===== src/rtl/uart_pkg.sv =====
// Shared UART definitions.
//   state_t           : transmit FSM state encoding, also exported on the debug port
//   DEFAULT_BAUD_DIV  : clocks per bit for a 100 MHz clock at 115200 baud
//   parity_bit()      : parity over a data word, even or odd sense
package uart_pkg;

  typedef enum logic [2:0] {
    ST_IDLE   = 3'd0,
    ST_START  = 3'd1,
    ST_DATA   = 3'd2,
    ST_PARITY = 3'd3,
    ST_STOP   = 3'd4
  } state_t;

  localparam int DEFAULT_BAUD_DIV = 868;

  // Even sense returns the XOR of all bits; odd sense returns its complement.
  function automatic logic parity_bit(input logic [7:0] data, input logic odd);
    return (^data) ^ odd;
  endfunction

endpackage


===== src/rtl/uart_baud_gen.sv =====
// Divide-by-BAUD_DIV bit-period counter, shared by the transmit and receive sides.
//   clk      in  system clock
//   reset    in  synchronous active-high reset, count returns to 0
//   clear    in  restart the bit period; count is 0 in the following cycle
//   tick     out high in the last clock of each bit period (count == BAUD_DIV-1)
//   pre_tick out high one clock before tick (count == BAUD_DIV-2), lets users
//                register outputs that must line up with the last clock of a bit
module uart_baud_gen
  import uart_pkg::*;
#(
  parameter int BAUD_DIV = DEFAULT_BAUD_DIV
) (
  input  logic clk,
  input  logic reset,
  input  logic clear,
  output logic tick,
  output logic pre_tick
);

  localparam int CW = (BAUD_DIV > 2) ? $clog2(BAUD_DIV) : 1;

  logic [CW-1:0] r_count;

  always_ff @(posedge clk) begin
    if (reset || clear) begin
      r_count <= '0;
    end else if (r_count == CW'(BAUD_DIV - 1)) begin
      r_count <= '0;
    end else begin
      r_count <= r_count + CW'(1);
    end
  end

  assign tick     = (r_count == CW'(BAUD_DIV - 1));
  assign pre_tick = (r_count == CW'(BAUD_DIV - 2));

endmodule


===== src/rtl/uart_tx_engine.sv =====
// UART transmit engine: on an accepted load, sends one frame of
// start bit, DATA_BITS data bits LSB first, optional parity, STOP_BITS stop bits.
//   clk       in  system clock
//   reset     in  synchronous active-high reset; abandons any frame in flight
//   load      in  one-cycle start strobe, accepted only while tx_rdy=1
//   data_in   in  word to send, sampled only in the cycle load is accepted
//   tx        out registered serial line, idles high
//   tx_rdy    out 1 while IDLE, decoded from the state register
//   done      out registered one-cycle pulse in the last clock of the last stop bit
//   state_dbg out current FSM state (uart_pkg::state_t encoding)
//
// Handshake: load is a strobe qualified by tx_rdy. A load seen while tx_rdy=1
// is consumed on that edge; a load while tx_rdy=0 is dropped without effect.
module uart_tx_engine
  import uart_pkg::*;
#(
  parameter int BAUD_DIV   = DEFAULT_BAUD_DIV,
  parameter int DATA_BITS  = 8,
  parameter int PARITY_EN  = 0,
  parameter int PARITY_ODD = 0,
  parameter int STOP_BITS  = 1
) (
  input  logic                 clk,
  input  logic                 reset,
  input  logic                 load,
  input  logic [DATA_BITS-1:0] data_in,
  output logic                 tx,
  output logic                 tx_rdy,
  output logic                 done,
  output logic [2:0]           state_dbg
);

  localparam int BW = $clog2(DATA_BITS);

  state_t               r_state;
  logic [DATA_BITS-1:0] r_shift;
  logic [BW-1:0]        r_bit_cnt;
  logic                 r_stop_cnt;
  logic                 r_parity;
  logic                 r_tx;
  logic                 r_done;

  state_t               w_state_n;
  logic [DATA_BITS-1:0] w_shift_n;
  logic [BW-1:0]        w_bit_cnt_n;
  logic                 w_stop_cnt_n;
  logic                 w_parity_n;
  logic                 w_tx_n;
  logic                 w_done_n;
  logic                 w_clear;
  logic                 w_tick;
  logic                 w_pre_tick;
  logic [7:0]           w_data_ext;

  uart_baud_gen #(
    .BAUD_DIV (BAUD_DIV)
  ) u_baud (
    .clk      (clk),
    .reset    (reset),
    .clear    (w_clear),
    .tick     (w_tick),
    .pre_tick (w_pre_tick)
  );

  assign w_data_ext = 8'(data_in);

  always_ff @(posedge clk) begin
    if (reset) begin
      r_state    <= ST_IDLE;
      r_shift    <= '0;
      r_bit_cnt  <= '0;
      r_stop_cnt <= 1'b0;
      r_parity   <= 1'b0;
      r_tx       <= 1'b1;
      r_done     <= 1'b0;
    end else begin
      r_state    <= w_state_n;
      r_shift    <= w_shift_n;
      r_bit_cnt  <= w_bit_cnt_n;
      r_stop_cnt <= w_stop_cnt_n;
      r_parity   <= w_parity_n;
      r_tx       <= w_tx_n;
      r_done     <= w_done_n;
    end
  end

  // tx is registered, so each branch computes the line level for the state
  // being entered. The shift register holds the bits not yet placed on the line.
  always_comb begin
    w_state_n    = r_state;
    w_shift_n    = r_shift;
    w_bit_cnt_n  = r_bit_cnt;
    w_stop_cnt_n = r_stop_cnt;
    w_parity_n   = r_parity;
    w_tx_n       = r_tx;
    w_done_n     = 1'b0;
    w_clear      = 1'b0;
    case (r_state)
      ST_IDLE: begin
        w_tx_n = 1'b1;
        if (load) begin
          w_state_n    = ST_START;
          w_shift_n    = data_in;
          w_parity_n   = parity_bit(w_data_ext, PARITY_ODD != 0);
          w_bit_cnt_n  = '0;
          w_stop_cnt_n = 1'b0;
          w_clear      = 1'b1;
          w_tx_n       = 1'b0;
        end
      end
      ST_START: begin
        if (w_tick) begin
          w_state_n   = ST_DATA;
          w_bit_cnt_n = '0;
          w_tx_n      = r_shift[0];
          w_shift_n   = r_shift >> 1;
        end
      end
      ST_DATA: begin
        if (w_tick) begin
          if (r_bit_cnt == BW'(DATA_BITS - 1)) begin
            if (PARITY_EN != 0) begin
              w_state_n = ST_PARITY;
              w_tx_n    = r_parity;
            end else begin
              w_state_n    = ST_STOP;
              w_stop_cnt_n = 1'b0;
              w_tx_n       = 1'b1;
            end
          end else begin
            w_bit_cnt_n = r_bit_cnt + BW'(1);
            w_tx_n      = r_shift[0];
            w_shift_n   = r_shift >> 1;
          end
        end
      end
      ST_PARITY: begin
        if (w_tick) begin
          w_state_n    = ST_STOP;
          w_stop_cnt_n = 1'b0;
          w_tx_n       = 1'b1;
        end
      end
      ST_STOP: begin
        w_tx_n = 1'b1;
        // Raise done one clock early so the registered pulse lands on the
        // final clock of the last stop bit.
        if (w_pre_tick && (r_stop_cnt == 1'(STOP_BITS - 1))) begin
          w_done_n = 1'b1;
        end
        if (w_tick) begin
          if (r_stop_cnt == 1'(STOP_BITS - 1)) begin
            w_state_n = ST_IDLE;
          end else begin
            w_stop_cnt_n = r_stop_cnt + 1'b1;
          end
        end
      end
      default: begin
        w_state_n = ST_IDLE;
        w_tx_n    = 1'b1;
      end
    endcase
  end

  assign tx        = r_tx;
  assign done      = r_done;
  assign tx_rdy    = (r_state == ST_IDLE);
  assign state_dbg = r_state;

endmodule

===== config.mk =====
export PLATFORM = sky130hd
export DESIGN_NAME = uart_tx_engine
export DESIGN_NICKNAME = d
export VERILOG_FILES = /design/src/rtl/uart_pkg.sv /design/src/rtl/uart_baud_gen.sv /design/src/rtl/uart_tx_engine.sv
export SDC_FILE = /design/constraint.sdc
export NUM_CORES = 1
export LEC_CHECK = 0
export CAP_MARGIN = 20
export CORE_ASPECT_RATIO = 0.6
export CORE_MARGIN = 2
export CORE_UTILIZATION = 58
export CTS_CLUSTER_SIZE = 14
export DETAILED_ROUTE_END_ITERATION = 8
export PLACE_DENSITY = 0.9
export SLEW_MARGIN = 10
export SYNTH_ARGS = -nofsm -noshare
export SYNTH_HDL_FRONTEND = slang
export SYNTH_SLANG_ARGS = --single-unit

===== constraint.sdc =====
create_clock -name clk -period 5 [get_ports clk]
set_input_delay 0.75 -clock clk [delete_from_list [all_inputs] [get_ports clk]]
set_output_delay 0.75 -clock clk [all_outputs]
set_load 0.005 [all_outputs]

==> results of run 1 <==
## registers in the layout, indices dropped and copies added (netlist names)
name	flops
r_shift	8
state_dbg	3
u_baud.r_count	10
tx	1
done	1
r_bit_cnt	3
## how the worst min path moves through the flow
stage	from	endpoint	slack, ns	cells past startpoint
floorplan	u_baud.r_count[0]$_SDFF_PP0_	u_baud.r_count[0]$_SDFF_PP0_	0.44	1
global placement	u_baud.r_count[0]$_SDFF_PP0_	u_baud.r_count[0]$_SDFF_PP0_	0.46	1
detailed placement	u_baud.r_count[0]$_SDFF_PP0_	u_baud.r_count[0]$_SDFF_PP0_	0.47	1
CTS	r_shift[7]$_SDFFE_PP0P_	r_shift[7]$_SDFFE_PP0P_	0.49	2
global route	r_bit_cnt[2]$_SDFFE_PP0P_	r_bit_cnt[2]$_SDFFE_PP0P_	0.52	2
finish	u_baud.r_count[0]$_SDFF_PP0_	u_baud.r_count[0]$_SDFF_PP0_	0.48	1
## metal layers
layer / track usage [%] / part of all wire (%) / routed length [um] / up-vias
met3: 7.14 / 4.3 / 115 / 2
met5: 0 / 0 / 0 / -
met2: 37.1 / 45 / 1220 / 21
met1: 29.3 / 50 / 1330 / 492
met4: 8.33 / 0.49 / 13 / 0
li1: - / - / - / 515
## layout by cell type (no fill, tap or decap), types with 6 or more instances in the layout
| master | n |
|---|---|
| nor2_1 | 16 |
| nor3_1 | 7 |
| mux2i_1 | 10 |
| a21oi_1 | 9 |
| clkdlybuf4s50_1 | 16 |
| dfxtp_1 | 26 |
| a211oi_2 | 7 |
| nand3_1 | 6 |
| nand2_1 | 10 |
| xnor2_1 | 7 |
## per-stage QoR
step	util, %	worst slack, ns	instances	hold slack (ns)
2_1_floorplan	-	3.13	138	0.441
3_3_place_gp	68.1	2.59	177	0.462
3_5_place_dp	68.1	2.51	177	0.469
4_1_cts	70.6	2.68	181	0.486
5_1_grt	70.6	2.61	181	0.521
6_report	70.6	2.67	181	0.484
## critical path, cell delays in order (launching register included)
cell and delay, ns:
dfxtp_1 0.44, nor3_1 0.31, clkdlybuf4s50_1 0.55
## kinds of logic after synthesis
kind of cell    after synthesis
buf+inv                      10
simple gates                 54
fa+ha+maj                     4
flops                        26
mux                          10
xor+xnor                      9
compound gates               25
## power by group
group,internal [mW],switching (mW),leakage [nW]
registers,0.217,0.00859,0.212
clock network,0.0705,0.0655,0.0288
logic,0.0331,0.0357,0.273
## layout make-up
cell class | count | area (um^2) | share of cell area (%)
inverters | 3 | 11.3 | 0.737
repair buffers | 16 | 160 | 10.5
well taps | 30 | 37.5 | 2.46
flip-flops and latches | 26 | 520 | 34.1
multi-input cells | 102 | 743 | 48.6
clock buffers | 4 | 55.1 | 3.60
==> results.yml, run 1 <==
synth:
  yosysUniqueCellTypes: 35
  netlist_top_cells_count: "dfxtp_1 (26), nor2_1 (16), mux2i_1 (10), nand2_1 (10), a21oi_1 (9)"
  synth_compound_gate_area_share_pct: 17.2
  netlist_area_um2: 1330
  synth_seq_cells: 26
  synth_xor_area_share_pct: 5.94
  synth_mux_area_share_pct: 7.54
  syn_inst: 138
  yosysWarnings: 0
  synth_most_common_cell: "dfxtp_1"
  yosysTopAreaCell: "dfxtp_1"
  synth_top_family_by_area: "simple AND/OR/NAND/NOR gates"
  syn_nets: 153
  yosysSeqAreaShare_pct: 39.2
  ys.flop_type: "dfxtp_1"
  synthAdderAreaFrac_pct: 3.77
  synth-edff-count: 0
  syn_area_per_cell_um2: 9.62
  synth.top_cell.area_share_pct: 39.2
  synth-simple-area-share_pct: 21.6
  synth.area.top_cells: "dfxtp_1 (39%), mux2i_1 (7.5%), a211oi_2 (6.6%)"
  async_flop_share_pct: 0
routing:
  ant_nets: 0
  post-route-drc-count: 0
  routed-via-count: 1030
  drt_wl_total_mm: 2.68
  drtIter0Drc: 53
  drt-pass1-iter-count: 4
  vias_per_cell: 5.69
  wl_per_cell_um: 14.8
clock_network:
  clockBufferDepth: 2
  post_cts_resized: 0
  htreeDepth: 1
  root_buffer: "clkbuf_8"
  cts_tree: "yes"
  cts_inserted_buffers: 3
  clkTransAtPathRegs_ns: 0.09
  cts.sinks: 26
  clk_latency_ns: 0.27
  cts_hold_buffers: 0
  post_cts_buffers: 0
job:
  maxCapViolCount: 0
floorplan:
  initial_core_util_pct: 61.4
  fp.dieW_um: 65.8
  dieArea_um2: 2700
  pin_count: 17
  fp.coreArea_um2: 2160
  rows: 13
  chipHeight_um: 41.1
global_routing:
  grt_usage_pct: 22.9
  first_global_vias: 906
  grt_max_degree: 19
  grt_pass1_wl_mm: 4.37
  antenna_found_initial: 0
  gr-total-overflow: 0
layout:
  area_growth_pct: 15.1
  fin_nets: 167
  drive_gt1_share_pct: 11.9
  num_antenna_cells: 0
  fin_area_um2: 1530
  num-fill-cells: 143
timing:
  relSlewSlack_pct: 46.3
  fmax_mhz: 428
  worst-slew-pin-transition_ns: 0.802
  tns_ns: 0
  min_period_ns: 2.33
  rsz0062_at_grt: "false"
  slew_viol_final: 0
  setup_viol: 0
  fin_worst_skew_ns: 0.00554
  hold_viol: 0
  finalCritPeriodShare_pct: 46.7
critical_path:
  r2r_end: "r_bit_cnt[1]$_SDFFE_PP0P_"
  r2r.worst_path.cells: 6
  critPathKind: "reg -> out"
  critPathLaunch: "state_dbg[2]$_SDFFE_PP0P_"
  cp-start-kind: "flip-flop"
  ff2ff_setup_slack_ns: 2.93
  required_ns: 4.25
  cp-end-kind: "primary output"
  cp.arrival_ns: 1.58
  endpoint: "tx_rdy"
  timing.rr.start: "r_bit_cnt[0]$_SDFFE_PP0P_"
  cp_max_fo: 10
placement:
  io_buffer_count: 16
  placed_cell_area_um2: 1470
  dpl.hpwl_mm: 1.99
  place.gp.congestion: 0.822
power_and_ir_drop:
  ir_worst_vdd_mv: 0.200
  p_total_mw: 0.431
  p_leak_nw: 0.514
  cellPowerDensity_nw_per_um2: 282
min_path:
  hold_path.class: "reg -> reg"
status:
  outcome: "finished clean"
Note: power is estimated with default switching activity, not from simulation.
==> inputs of run 2 (changes only) <==
--- a/config.mk
+++ b/config.mk
@@ -8,10 +8,10 @@
 export CAP_MARGIN = 20
 export CORE_ASPECT_RATIO = 0.6
 export CORE_MARGIN = 2
-export CORE_UTILIZATION = 58
+export CORE_UTILIZATION = 54
 export CTS_CLUSTER_SIZE = 14
 export DETAILED_ROUTE_END_ITERATION = 8
-export PLACE_DENSITY = 0.9
+export PLACE_DENSITY = 0.85
 export SLEW_MARGIN = 10
 export SYNTH_ARGS = -nofsm -noshare
 export SYNTH_HDL_FRONTEND = slang
==> constraint.sdc (replaced) <==
create_clock -name clk -period 2.4 [get_ports clk]
set_input_delay 0.36 -clock clk [delete_from_list [all_inputs] [get_ports clk]]
set_output_delay 0.36 -clock clk [all_outputs]
set_load 0.005 [all_outputs]
==> run 2 against run 1 <==
  * Cell count up 0.55%
  * Largest power group unchanged
  * Cell area about the same
  * Worst hold slack worse by 0.00090 ns
  * Highest routed layer unchanged
  * Total power up 100%
  * Clock skew up 0.00087 ns
  * Combinational power up 110%
  * Sequential share of layout area about the same
  * Non-clock buffer count up 2
  * Routed wire length up 0.78%
  * Clock-buffer cell count down 1
  * Core utilization down 2.5 points
  * Sequential cell count unchanged
==> results.yml, run 2 (synthesis results as in run 1) <==
routing:
  drtIter0Drc: 73
  ant_nets: 0
  drt-pass1-iter-count: 4
  post-route-drc-count: 0
  drt_wl_total_mm: 2.70
  routed-via-count: 1056
  wl_per_cell_um: 14.8
  vias_per_cell: 5.80
floorplan:
  rows: 13
  dieArea_um2: 2880
  chipHeight_um: 42.4
  fp.dieW_um: 68.0
  initial_core_util_pct: 59.1
  fp.coreArea_um2: 2240
  pin_count: 17
global_routing:
  antenna_found_initial: 0
  grtUsageMet3_pct: 7.26
  first_global_vias: 1029
  grt_max_degree: 14
  use_met2_pct: 32.6
  busiest_layer: "met2"
  grt_pass1_wl_mm: 4.62
  use_met1_pct: 28.2
  gr-total-overflow: 0
  grt_usage_pct: 21.2
critical_path:
  cp_slowest_cell: "clkdlybuf4s50_1"
  cp.arrival_ns: 1.55
  critPathKind: "reg -> out"
  required_ns: 2.04
  critPathMaxStageDelay_ns: 0.54
  cp-start-kind: "flip-flop"
  cp_max_fo: 10
  cp-end-kind: "primary output"
  cp_cell_sequence: "nor3_1 -> clkdlybuf4s50_1"
power_and_ir_drop:
  cellPowerDensity_nw_per_um2: 566
  p_leak_nw: 0.517
  ir_worst_vdd_mv: 0.341
  p_total_mw: 0.865
clock_network:
  cts.sinks: 26
  cts_inserted_buffers: 3
  root_buffer: "clkbuf_8"
  cts_tree: "yes"
  clk_latency_ns: 0.27
  post_cts_resized: 0
  clockBufferDepth: 2
  clkTransAtPathRegs_ns: 0.09
  htreeDepth: 1
  cts_hold_buffers: 0
  post_cts_buffers: 0
job:
  maxCapViolCount: 0
placement:
  dp_worst_setup_slack_ns: 0.574
  place.gp.congestion: 0.784
  dpl.hpwl_mm: 1.96
  io_buffer_count: 16
min_path:
  hold_path.class: "reg -> reg"
layout:
  reg_top3: "u_baud.r_count (10), r_shift (8)"
  largest_register_ffs: 10
  area_growth_pct: 15.2
  drive_gt1_share_pct: 12.5
  layout_common_cells: "dfxtp_1 (26), nor2_1 (16), clkdlybuf4s50_1 (16), nand2_1 (10), mux2i_1 (10)"
  fin_nets: 169
  top_register: "u_baud.r_count"
  final_common_cell: "dfxtp_1"
  num_antenna_cells: 0
timing:
  hold_ws_ns: 0.483
  worst-slew-pin-transition_ns: 0.521
  worst_slack_ns: 0.494
  finalCritPeriodShare_pct: 79.4
  min_period_ns: 1.91
  setup_viol: 0
  rsz0062_at_grt: "false"
  slew_viol_final: 0
  hold_viol: 0
  fin_worst_skew_ns: 0.00641
  fmax_mhz: 525
  tns_ns: 0
  relSlewSlack_pct: 65.2
status:
  outcome: "finished clean"
[run 2: final timing paths]
path                              from                        end  slack [ns]  cells past startpoint
min          r_bit_cnt[1]$_SDFFE_PP0P_  r_bit_cnt[1]$_SDFFE_PP0P_        0.48                      2
max          state_dbg[2]$_SDFFE_PP0P_                     tx_rdy        0.49                      2
min reg2reg  r_bit_cnt[1]$_SDFFE_PP0P_  r_bit_cnt[1]$_SDFFE_PP0P_        0.48                      2
max reg2reg  state_dbg[1]$_SDFFE_PP0P_    r_shift[6]$_SDFFE_PP0P_        0.59                      4
[run 2: critical path, delay by kind of cell, from the launching register on]
kind | cells | cell delay, ns
buffers and inverters | 1 | 0.54
flip-flops | 1 | 0.45
AND/OR/NAND/NOR | 1 | 0.28
[run 2: area by class of cell]
cell class | instances | area, um^2
clock buffers | 3 | 41.3
fillers | 172 | 716
inverters | 3 | 11.3
multi-input cells | 102 | 743
flip-flops and latches | 26 | 520
well taps | 30 | 37.5
repair buffers | 18 | 175
[run 2: metal layers]
layer,vias up,wire length (um)
met5,-,0
met3,4,162
met4,0,27
li1,523,-
met1,503,1320
met2,26,1190
[run 2: through the flow]
step / std cells / area (um^2) / util [%]
final: 182 / 1530 / 68.1
after floorplan: 138 / 1330 / -
after global placement: 179 / 1490 / 66.3
after global routing: 182 / 1530 / 68.1
after detailed placement: 179 / 1490 / 66.3
after CTS: 182 / 1530 / 68.1
[run 2: power by group]
part / internal, mW / switching (mW) / leakage [nW] / total, mW
registers: 0.453 / 0.0190 / 0.212 / 0.472
logic: 0.0713 / 0.0735 / 0.283 / 0.145
clock network: 0.113 / 0.135 / 0.0216 / 0.248
